===== src/rtl/pc_unit.sv =====
// Fetch-stage program counter: sequential/branch/JALR target selection,
// alignment trap redirect, halt/resume control and a retired-instruction counter.
module pc_unit #(
  parameter int              XLEN         = 32,
  parameter logic [XLEN-1:0] RESET_VECTOR = '0,
  parameter int              IALIGN       = 4,
  parameter int              CNT_W        = 32
) (
  input  logic             clk,
  input  logic             areset,
  input  logic             load,
  input  logic [1:0]       pc_src,
  input  logic             compressed,
  input  logic [XLEN-1:0]  offset,
  input  logic [XLEN-1:0]  base,
  input  logic [XLEN-1:0]  trap_vec,
  input  logic             halt_req,
  input  logic             resume,
  output logic [XLEN-1:0]  pc,
  output logic [XLEN-1:0]  pc_prev,
  output logic             pc_valid,
  output logic             halted,
  output logic             misaligned,
  output logic [XLEN-1:0]  bad_addr,
  output logic [CNT_W-1:0] retired
);

  typedef enum logic [1:0] {BOOT, RUN, HALT, TRAP} state_t;

  state_t           state_q, state_d;
  logic [XLEN-1:0]  pc_q, pc_d;
  logic [XLEN-1:0]  pc_prev_q, pc_prev_d;
  logic [XLEN-1:0]  bad_addr_q, bad_addr_d;
  logic [CNT_W-1:0] retired_q, retired_d;
  logic             misaligned_q, misaligned_d;
  logic             pc_valid_q, pc_valid_d;
  logic             halted_q, halted_d;

  logic [XLEN-1:0]  seq_step;
  logic [XLEN-1:0]  target;
  logic             check_align;
  logic             target_bad;

  // Sequential targets are never alignment-checked; only redirects can trap.
  always_comb begin
    seq_step    = XLEN'(4);
    target      = '0;
    check_align = 1'b0;
    if (IALIGN == 2 && compressed) begin
      seq_step = XLEN'(2);
    end
    case (pc_src)
      2'b01: begin
        target      = pc_q + offset;
        check_align = 1'b1;
      end
      2'b10: begin
        target      = (base + offset) & ~XLEN'(1);
        check_align = 1'b1;
      end
      default: target = pc_q + seq_step;
    endcase
    if (IALIGN == 2) begin
      target_bad = check_align && target[0];
    end else begin
      target_bad = check_align && (target[1:0] != 2'b00);
    end
  end

  always_comb begin
    state_d      = state_q;
    pc_d         = pc_q;
    pc_prev_d    = pc_prev_q;
    bad_addr_d   = bad_addr_q;
    retired_d    = retired_q;
    misaligned_d = 1'b0;
    case (state_q)
      BOOT: state_d = RUN;
      RUN: begin
        if (halt_req) begin
          state_d = HALT;
        end else if (load) begin
          pc_prev_d = pc_q;
          if (target_bad) begin
            pc_d         = trap_vec;
            bad_addr_d   = target;
            misaligned_d = 1'b1;
            state_d      = TRAP;
          end else begin
            pc_d      = target;
            retired_d = retired_q + CNT_W'(1);
          end
        end
      end
      TRAP: state_d = RUN;
      HALT: begin
        // A simultaneous halt request keeps the unit parked.
        if (!halt_req && resume) begin
          state_d = RUN;
        end
      end
      default: state_d = BOOT;
    endcase
    pc_valid_d = (state_d == RUN);
    halted_d   = (state_d == HALT);
  end

  always_ff @(posedge clk) begin
    if (areset) begin
      state_q      <= BOOT;
      pc_q         <= RESET_VECTOR;
      pc_prev_q    <= '0;
      bad_addr_q   <= '0;
      retired_q    <= '0;
      misaligned_q <= 1'b0;
      pc_valid_q   <= 1'b0;
      halted_q     <= 1'b0;
    end else begin
      state_q      <= state_d;
      pc_q         <= pc_d;
      pc_prev_q    <= pc_prev_d;
      bad_addr_q   <= bad_addr_d;
      retired_q    <= retired_d;
      misaligned_q <= misaligned_d;
      pc_valid_q   <= pc_valid_d;
      halted_q     <= halted_d;
    end
  end

  assign pc         = pc_q;
  assign pc_prev    = pc_prev_q;
  assign pc_valid   = pc_valid_q;
  assign halted     = halted_q;
  assign misaligned = misaligned_q;
  assign bad_addr   = bad_addr_q;
  assign retired    = retired_q;

endmodule


===== config.mk =====
export PLATFORM = sky130hd
export DESIGN_NAME = pc_unit
export DESIGN_NICKNAME = d
export VERILOG_FILES = /design/src/rtl/pc_unit.sv
export SDC_FILE = /design/constraint.sdc
export NUM_CORES = 1
export LEC_CHECK = 0
export CAP_MARGIN = 0
export CORE_MARGIN = 2
export CORE_UTILIZATION = 50
export CTS_CLUSTER_DIAMETER = 60
export CTS_CLUSTER_SIZE = 28
export DETAILED_ROUTE_END_ITERATION = 6
export DONT_BUFFER_PORTS = 1
export PLACE_DENSITY = 0.76
export SYNTH_ARGS = -nofsm -noshare
export SYNTH_HDL_FRONTEND = slang
export SYNTH_SLANG_ARGS = --single-unit

===== constraint.sdc =====
create_clock -name clk -period 2.9 [get_ports clk]
set_input_delay 0.435 -clock clk [delete_from_list [all_inputs] [get_ports clk]]
set_output_delay 0.435 -clock clk [all_outputs]
set_load 0.02 [all_outputs]

-- Word level (Yosys, flattened, before mapping)
Index checks and enable logic that the tools add are counted.
- register bits after elaboration: 133
- bits of input ports: 104
- output and inout port bits: 131
- logic and storage cells: 43
- add/sub/neg operators: 4
- eq/ne operators: 7
- muxes and demuxes: 9
- bitwise logic cells: 4
- reductions and logical operators: 11
- operators with widths (operator ; number):
    32-bit adder ; 2
    32-bit one-hot mux with 2 select lines ; 1
    32-bit by 1-bit adder with 32-bit output (second input constant) ; 1
    32-bit by 3-bit adder with 32-bit output (second input constant) ; 1
    32-bit 2-to-1 mux ; 1
    2-bit == test (second input constant) ; 4
    2-bit 2-to-1 mux ; 4
    4-bit AND reduction ; 2
    2-bit by 1-bit == test with 1-bit output (second input constant) ; 3
    2-bit one-hot mux with 3 select lines ; 1
    1-bit inverter ; 4
    2-bit OR reduction ; 2
    4-bit OR reduction ; 1
    3-bit AND reduction ; 1
    1-bit logical AND ; 2
    2-bit logical NOT ; 1
    1-bit 2-to-1 mux ; 2
    2-bit nonzero test ; 1
    1-bit logical NOT ; 1

-- Depth between registers and ports, before layout
- word-level depth: 9
- depth in mapped cells: 12
- depth with buffers taken out: 12

-- Least setup slack after synthesis
OpenSTA, ideal clock, no wires.
- path kind: register -> register
- start: register pc_q[0] (netlist: pc[0])
- end: register bad_addr_q[30] (netlist: bad_addr[30])
- setup time: 0.120 ns
- data arrival time: 2.832 ns
- required time: 2.780 ns
- path slack: -0.052 ns
- stages on the path, launching flop included: 13
- path buffers: 0
- cell sequence: dfxtp_1 > ha_1 > inv_1 > fa_1 > and2b_1 > o2111ai_2 > a2111oi_4 > o32a_1 > a21o_1 > a41oi_2 > xnor2_1 > a211oi_1 > nor2_1
- longest elaborated chain between the ends: 5
- elaborated cells between the ends (all ways): 6
- those cells by class: add/sub: 2; mux: 1; reduce/logical: 3
- RTL lines (item ; RTL line ; text):
    start: declaration ; 31 ; logic [XLEN-1:0] pc_q, pc_d;
    start signal: assignment ; 120 ; pc_q <= pc_d;
    32-bit by 3-bit adder with 32-bit output or 32-bit adder (tied branches) ; 61, 54 ;
    32-bit one-hot mux with 2 select lines (*) ; 52 ; case (pc_src)
    2-bit nonzero test ; 66 ; target_bad = check_align && (target[1:0] != 2'b00);
    1-bit logical AND ; 66 ;
    4-bit AND reduction (no source line) ; - ;
    end signal: assignment ; 122 ; bad_addr_q <= bad_addr_d;
    end: declaration ; 33 ; logic [XLEN-1:0] bad_addr_q, bad_addr_d;
Every way passes the cells marked *; elsewhere a longest branch is shown, timed or not.
A chain may end at the register's enable or synchronous reset.

-- Final worst setup path
- start: register pc_q[0] (netlist: pc[0])
- end: register pc_q[26] (netlist: pc[26])
- longest elaborated chain between the ends: 5
- elaborated cells between the ends (all ways): 6
- those cells by class: add/sub: 2; mux: 2; reduce/logical: 2
- RTL lines (item ; RTL line ; text):
    32-bit by 3-bit adder with 32-bit output or 32-bit adder (tied branches) ; 61, 54 ;
    32-bit one-hot mux with 2 select lines (*) ; 52 ;
    2-bit nonzero test ; 66 ;
    1-bit logical AND ; 66 ;
    32-bit 2-to-1 mux (*) ; 84 ; if (target_bad) begin
Marks and branches as above.

==> impl_metrics.env <==
export IMPL_critical_path_startpoint_category="flip-flop"
export IMPL_max_cap_viol_count=0
export IMPL_proportion_of_synthesized_flip_flops_having_asynchronous_set_or_reset=0
export IMPL_cellPowerDensity_nw_per_um2=479
export IMPL_critical_path_data_required_time_ns=3.21
export IMPL_total_vias_in_the_final_route=10200
export IMPL_fin_tns_setup_ns=0
export IMPL_yosys_warnings=0
export IMPL_synth_edf_count=0
export IMPL_grt_start_max_net_pins=98
export IMPL_drive_gt1_frac=0.190
export IMPL_seq_area_frac_synth=0.274
export IMPL_most_numerous_cell_in_the_yosys_netlist="nand2_1"
export IMPL_hpwl_mm=26.3
export IMPL_vias_in_the_first_global_route=9534
export IMPL_ant_nets=0
export IMPL_layout_nets=1555
export IMPL_finalWirelength_mm=34.4
export IMPL_max_clock_freq_ghz=0.347
export IMPL_synthToLayoutAreaGrowth_pct=21.7
export IMPL_synthDominantAreaCellType="dfxtp_1"
export IMPL_gr_usage_all_layers=0.321
export IMPL_synth_nets=1453
export IMPL_routed_wire_length_per_instance_um=20.8
export IMPL_final_hold_worst_slack_ns=0.0824
export IMPL_leakage_nw=4.75
export IMPL_path_class="flip-flop to flip-flop"
export IMPL_ys_top_cells_by_area="dfxtp_1, ha_1, a21oi_1"
export IMPL_crit_arrival_ns=3.19
export IMPL_drcViolationCount=0
export IMPL_max_slew_margin_rel=0.569
export IMPL_cts_root_to_sink_buffers=2
export IMPL_clock_insertion_delay_worst_skew_ns=0.42
export IMPL_fin_worst_skew_ns=0.0113
export IMPL_ctsRootBufferMaster="clkbuf_16"
export IMPL_antenna_found_initial=3
export IMPL_netlist_cell_type_count=86
export IMPL_setup_violations_final=0
export IMPL_io_buffers=0
export IMPL_finalMaxSlewViolations=0
export IMPL_post_synth_instance_area_um2=9710
export IMPL_unrepaired_setup_endpoints_after_global_routing="yes"
export IMPL_post_synth_inst_count=1279
export IMPL_ioPinCount=235
export IMPL_start_util=0.514
export IMPL_clkTransAtPathRegs_ns=0.06
export IMPL_timing_final_hold_violations=0
export IMPL_drc_marker_count_from_the_first_detailed_route_iteration=844
export IMPL_syn_mean_instance_area_um2=7.59
export IMPL_place_congestion=0.982
export IMPL_timing_worst_slew_pin_value_ns=0.645
export IMPL_min_period_over_period=0.993
export IMPL_avgViaCountPerCell=6.19
export IMPL_core_area_um2=18900
export IMPL_placement_setup_worst_slack_ns=-0.193
export IMPL_htree_num_levels=4
export IMPL_die_y_um=143
export IMPL_ir_worst_vdd_mv=0.434
export IMPL_ys_flop_type="dfxtp_1"
export IMPL_synth_top_cells_by_count="nand2_1, a21oi_1, dfxtp_1, nor2_1, o21ai_0"
export IMPL_run_status="finished, final reports clean"
export IMPL_synth_seq_cells=133
export IMPL_cts_inserted_buffers=17
export IMPL_crit_path_end_kind="flip-flop"
export IMPL_grt_remaining_overflow=0
export IMPL_min_delay_path_class="input pin to flip-flop"
export IMPL_fp_dieArea_um2=20600
export IMPL_fp_dieW_um=143
export IMPL_shortest_period_the_worst_path_allows_ns=2.88
export IMPL_clock_tree_from_tritoncts="yes"
export IMPL_postLayoutSetupSlackWorst_ns=0.0199
export IMPL_first_pass_iters=6
export IMPL_timing_critical_path_fanout_max=3
export IMPL_first_pass_grt_wire_length_mm=51.2
export IMPL_tritoncts_num_sinks=133
export IMPL_std_cell_rows=50
export IMPL_post_synth_top_area_fraction=0.274
worst paths after layout:
path / startpoint / end / slack (ns) / depth (start not counted)
worst max-delay path: pc[0] / pc[26] / 0.02 / 12
worst min-delay path: areset / retired[11] / 0.08 / 1
worst max register to register: pc[0] / pc[26] / 0.02 / 12
worst min register to register: pc_prev[9] / pc_prev[9] / 0.55 / 2
per-stage QoR:
stage	instance area [um^2]	util	total power [mW]	instances
final	11800	0.626	5.66	1654
after global routing	11800	0.625	5.88	1653
after CTS	11500	0.611	5.60	1645
after detailed placement	10900	0.576	3.40	1615
after global placement	10900	0.576	3.38	1615
after floorplan	9710	-	2.92	1279
cell families after synthesis:
group                    share of synthesized area
AND/OR/NAND/NOR                              0.220
AO/OA/AOI/OAI                                0.278
flip-flops                                   0.274
XOR/XNOR                                    0.0929
buffers and inverters                       0.0386
multiplexers                               0.00412
adder cells (fa/ha/maj)                     0.0917
cell usage in the layout (no fill, tap or decap), types with 34 or more instances in the layout:
master / count
ha_1: 66
o21ai_0: 72
dfxtp_1: 132
buf_4: 146
xnor2_1: 52
nor2_1: 108
nand2_1: 184
nand3_1: 38
a21o_1: 34
xor2_1: 45
a21oi_1: 142
state kept, by name (all words and copies together) (netlist names):
signal	cells
halted	1
retired	32
misaligned	1
pc_prev	32
bad_addr	32
pc_valid	1
state_q	2
pc	32
power breakdown:
part           total [mW]  leakage (nW)  internal, mW  switching (mW)
combinational        1.53          3.39         0.621           0.906
clock                2.20         0.286          1.37           0.834
sequential           1.93          1.07          1.87          0.0609
cell type report:
| cell class | count | area, um^2 |
|---|---|---|
| inverters | 26 | 97.6 |
| well taps | 260 | 325 |
| multi-input cells | 1053 | 6970 |
| clock buffers | 19 | 443 |
| clock inverters | 12 | 154 |
| repair buffers | 150 | 1170 |
| fillers | 1678 | 7070 |
| diodes | 1 | 2.50 |
| flip-flops and latches | 133 | 2660 |
layer usage:
metal	vias up	share of wire	track usage
met5	-	0.00073	0
met4	4	0.052	0.155
met3	108	0.10	0.0813
met2	529	0.47	0.542
met1	4746	0.38	0.378
li1	4857	-	-
repair_timing:
action,4_1_cts,5_1_grt
buffers inserted,0,8
hold buffers,0,0
endpoints found under the setup margin,9,39
pin swaps,29,40
resized for setup,16,40
critical path: stages, from the launching register on:
cell	delay (ns)
dfxtp_2	0.34
ha_4	0.13
inv_2	0.04
fa_2	0.33
and2b_1	0.24
o2111ai_2	0.15
a2111oi_4	0.42
o32a_1	0.31
a31oi_2	0.13
xnor2_1	0.16
a211oi_2	0.32
a211o_1	0.15
a21oi_1	0.05
Power figures use the tool's default switching activity.
